<file path="config.mk">
export PLATFORM = sky130hd
export DESIGN_NAME = wide_mux_unit
export DESIGN_NICKNAME = d
export VERILOG_FILES = /design/src/rtl/wide_mux_unit.sv
export SDC_FILE = /design/constraint.sdc
export NUM_CORES = 1
export LEC_CHECK = 0
export ABC_CLOCK_PERIOD_IN_PS = 3700
export CORE_AREA = 4 4 250 252
export CTS_CLUSTER_DIAMETER = 60
export DETAILED_ROUTE_END_ITERATION = 10
export DIE_AREA = 0 0 254 256
export DONT_BUFFER_PORTS = 1
export HOLD_SLACK_MARGIN = 0.08
export SLEW_MARGIN = 20
export SYNTH_ARGS = -nofsm -noshare
export SYNTH_HDL_FRONTEND = slang
export SYNTH_SLANG_ARGS = --single-unit
export TNS_END_PERCENT = 50
</file>
<file path="constraint.sdc">
create_clock -name clk -period 3.7 [get_ports clk]
set_input_delay 0.37 -clock clk [delete_from_list [all_inputs] [get_ports clk]]
set_output_delay 0.37 -clock clk [all_outputs]
set_load 0.01 [all_outputs]
</file>
<file path="src/rtl/wide_mux_unit.sv">
// Wide 2:1 and 4:1 datapath selectors with combinational outputs and
// registered copies for pipeline-stage use.
module wide_mux_unit #(
  parameter int WIDTH = 64
) (
  input  logic             clk,
  input  logic             reset,
  input  logic [WIDTH-1:0] in2 [0:1],
  input  logic             sel2,
  output logic [WIDTH-1:0] out2,
  input  logic [WIDTH-1:0] in4 [0:3],
  input  logic [1:0]       sel4,
  output logic [WIDTH-1:0] out4,
  output logic [WIDTH-1:0] out2_q,
  output logic [WIDTH-1:0] out4_q
);

  // Per-bit gate tree: inverter on the select, two ANDs and an OR per bit.
  function automatic logic [WIDTH-1:0] mux2_1_wide(
    input logic [WIDTH-1:0] a,
    input logic [WIDTH-1:0] b,
    input logic             s
  );
    logic [WIDTH-1:0] s_v;
    s_v = {WIDTH{s}};
    return (a & ~s_v) | (b & s_v);
  endfunction

  // sel[0] resolves within each pair, sel[1] picks between the pairs.
  function automatic logic [WIDTH-1:0] mux4_1_wide(
    input logic [WIDTH-1:0] a0,
    input logic [WIDTH-1:0] a1,
    input logic [WIDTH-1:0] a2,
    input logic [WIDTH-1:0] a3,
    input logic [1:0]       s
  );
    logic [WIDTH-1:0] lo;
    logic [WIDTH-1:0] hi;
    lo = mux2_1_wide(a0, a1, s[0]);
    hi = mux2_1_wide(a2, a3, s[0]);
    return mux2_1_wide(lo, hi, s[1]);
  endfunction

  logic [WIDTH-1:0] out2_d;
  logic [WIDTH-1:0] out4_d;

  always_comb begin
    out2_d = mux2_1_wide(in2[0], in2[1], sel2);
    out4_d = mux4_1_wide(in4[0], in4[1], in4[2], in4[3], sel4);
  end

  assign out2 = out2_d;
  assign out4 = out4_d;

  // Pipeline copy: one cycle behind the combinational results.
  always_ff @(posedge clk or posedge reset) begin
    if (reset) begin
      out2_q <= '0;
      out4_q <= '0;
    end else begin
      out2_q <= out2_d;
      out4_q <= out4_d;
    end
  end

endmodule

</file>
==> results.md <==
Run status:
- The run finished with clean final reports.

Floorplanning:
- The y dimension of the die is 256 um.
- The die outline width is 254 um.
- In this run the core area contains 90 standard-cell rows.
- The effective utilization at floorplan is 0.0929.
- The number of top-level pins is 645.
- The standard cell core area is 60100 sq um.
- The die covers 65000 sq um.

Route:
- The via-per-instance ratio is 3.13.
- The DRC violation total after the first TritonRoute iteration is 184.
- The remaining antenna violation count is 0.
- The final layout contains routed wiring with a total length of 31000 um.
- Across all layers, the routed design uses 3557 vias.
- The average routed wire per standard cell is 27.3 um.
- The first TritonRoute pass finished after 4 iterations.
- In the routed design, unresolved DRC markers number 0.

Finish:
- The number of cells in the finished layout apart from fillers is 1138.
- The commonest non-fill, non-tap cell in the layout is dfrtp_1.
- The filler cells instantiated in the layout total 6705.
- In the layout the commonest cells are dfrtp_1 (128), mux2_2 (64), mux4_2 (60).
- The signed area change from the synthesized netlist to the final layout is 33.7%.
- The final standard cell utilization of the core is 0.124.
- Summing all multi-input logic gate instances after layout gives 2180 sq um.
- Of the cells placed in the final design, the portion with a size suffix greater than 1 is 0.460.
- The sequential cell area in the final layout is 3200 sq um.
- The net count reported at finish is 714.

Yosys:
- After synthesis, the largest family of logic cells by area is multiplexers.
- The compound-cell area share of the yosys netlist is 0.
- The number of nets handed over by synthesis was 667.
- During synthesis, Yosys emitted a total of 0 warnings.
- Of the total synthesized cell area, the portion taken by full adders, half adders and majority gates is 0.
- The per-instance average area after synthesis is 20.1 sq um.
- The count of mapped cells out of synthesis is 278.
- Of the total synthesized cell area, the portion taken by XOR and XNOR cells is 0.
- The post-synthesis mux area share is 0.390.
- Of the total synthesized cell area, the portion taken by AND, OR, NAND and NOR gates is 0.
- After synthesis the netlist holds a flip-flop and latch count of 128.
- Summing every instance area after synthesis gives 5590 sq um.
- The portion of the post-synthesis area used by sequential elements is 0.573.
- The library cell occupying the most area in the post-synthesis netlist is dfrtp_1.
- The count of unique library cells instantiated by Yosys is 9.
- The share of synthesized area in the top cell type comes to 0.573.
- Sorting the synthesized cells by area gives the leading types as dfrtp_1 (57%), mux4_2 (24%), mux2_2 (13%).

Timing:
- The clock period minus worst slack is 1.63 ns.
- The final hold violation count is 0.
- The number of pins exceeding their max-slew limit in the final report is 0.
- Setup repair after global routing left no endpoint under its margin.
- The slew at the pin closest to its max-slew limit is 0.854 ns.
- Summed over all failing endpoints, the final setup total negative slack is 0 ns.
- The post-route clock period utilization is 0.440.
- The remaining max-slew budget at the tightest pin is 0.429.
- The number of setup violations in the final report is 0.
- The highest clock rate is 615 MHz.

Place:
- The number of instances in the placed design is 1041.
- The sum of net half-perimeters after detailed placement is 26200 um.
- The port buffer count is 0.
- The congestion estimate from routability-driven global placement came to 0.984.

Global route:
- Entering global routing, the biggest net connects 73 pins.
- The first global-routing pass estimated 38000 um of wire.
- The number of global-route vias before repair was 4123.
- The global-route usage over all layers is 0.0898.
- The final global-route overflow total is 0.
- The number of antenna violations at the first check in global routing is 28.

Pwr:
- The analysis attributes to net switching a power of 1.09 mW.
- The relative contribution of the clock network to total power is 0.434.
- The internal portion of total power is 2.71 mW.
- The switching share of power is 0.286.
- For this design the static power due to leakage is 2.64 nW.
- The combinational cell fraction of total power is 0.120.
- The total power divided by cell area is 509 nW/um^2.
- The share of total power dissipated in sequential elements is 0.445.
- The worst-case vdd ir drop is 0.319 mV.

Worst setup path:
- The endpoint class of the critical path is a primary output.
- Along the worst path, the maximum fanout reaches 2.
- The family with the most delay on the worst path is buffers and inverters.
- The critical path launch point type is a primary input.
- The number of buffers and inverters on the critical path is 1.
- Data on the critical path arrives at its endpoint at 1.26 ns.
- Data on the critical path is required at its endpoint by 3.33 ns.
- In this design, the stage delay of the slowest critical-path cell is 0.57 ns.
- The kind of critical path is in -> out.
- The critical path goes through dlygate4sd3_1 -> mux2_2.
- The library cell contributing the largest single delay on the critical path is dlygate4sd3_1.

Clock tree:
- No sink is reached through more buffers than the 2 on the longest clock path.
- The tree is rooted in a clkbuf_16.
- CTS saw 128 sinks.
- After clock tree synthesis, the clock-pin slew on the worst setup and hold paths is 0.05 ns.
- The clock buffer count from CTS is 17.
- After clock tree synthesis, the repair step resized 0 gates.
- TritonCTS built the clock tree.
- The H-tree depth is 4.

Job:
- Across the run, the number of max-cap violations was 0.

Worst hold path:
- The kind of path behind the tightest hold check is in -> reg.
==> timing repair <==
item | CTS | global route
setup endpoints to repair | 0 | 0
setup buffers | 0 | 0
hold buffers | 47 | 0
endpoints found under the hold margin | 63 | 0
==> worst paths after layout <==
| check | cells past startpoint | end | from | slack [ns] |
|---|---|---|---|---|
| max | 2 | out2[44] | in2[108] | 2.07 |
| min | 1 | out2_q[54] | in2[118] | 0.15 |
| max in group asynchronous | 3 | out2_q[52] | reset | 2.15 |
| min in group asynchronous | 2 | out2_q[58] | reset | 0.58 |
==> area by class of cell <==
type / instances / share of cell area
clock inverter: 11 / 0.0158
multi-input combinational: 128 / 0.292
sequential: 128 / 0.429
antenna: 19 / 0.00637
timing repair buffer: 49 / 0.0667
clock buffer: 20 / 0.0585
tap: 782 / 0.131
inverter: 1 / 0.00101
==> sequential cells by signal (all words and copies together) (netlist names) <==
name and cells:
out2_q 64, out4_q 64
==> metrics by stage <==
stage	area [sq um]	worst slack, ns	power [mW]	hold WS [ns]
3_3_place_gp	6390	2.08	2.14	0.427
5_1_grt	7450	1.98	4.01	0.0927
2_1_floorplan	5590	1.75	2.01	0.578
4_1_cts	7420	2.08	3.94	0.0801
3_5_place_dp	6390	2.08	2.15	0.436
6_report	7470	2.07	3.80	0.151
==> cell usage after synthesis <==
master    count
buf_2        13
clkbuf_2      1
mux4_1        4
dfrtp_1     128
buf_6         1
inv_1         1
mux2_2       64
mux4_2       60
buf_12        6
==> power groups by stage <==
stage               combinational (mW)  sequential, mW  clock (mW)
floorplan                        0.359            1.65           0
global placement                 0.415            1.73           0
detailed placement               0.420            1.73           0
CTS                              0.467            1.70        1.77
global route                     0.486            1.71        1.82
finish                           0.457            1.69        1.65
==> per-layer routing <==
metal  GRT usage  vias to the layer above  share of wire
met2       0.158                      494           0.51
met3      0.0485                       80           0.13
li1            -                     1210              -
met4      0.0626                        6          0.062
met1      0.0765                     1767           0.30
met5           0                        -         0.0015
==> kinds of logic (layout without fill, tap and decap cells) <==
| group | after synthesis | count (layout) |
|---|---|---|
| flops | 128 | 128 |
| other cells | 0 | 19 |
| buf+inv | 22 | 81 |
| mux | 128 | 128 |
Power figures use the tool's default switching activity.
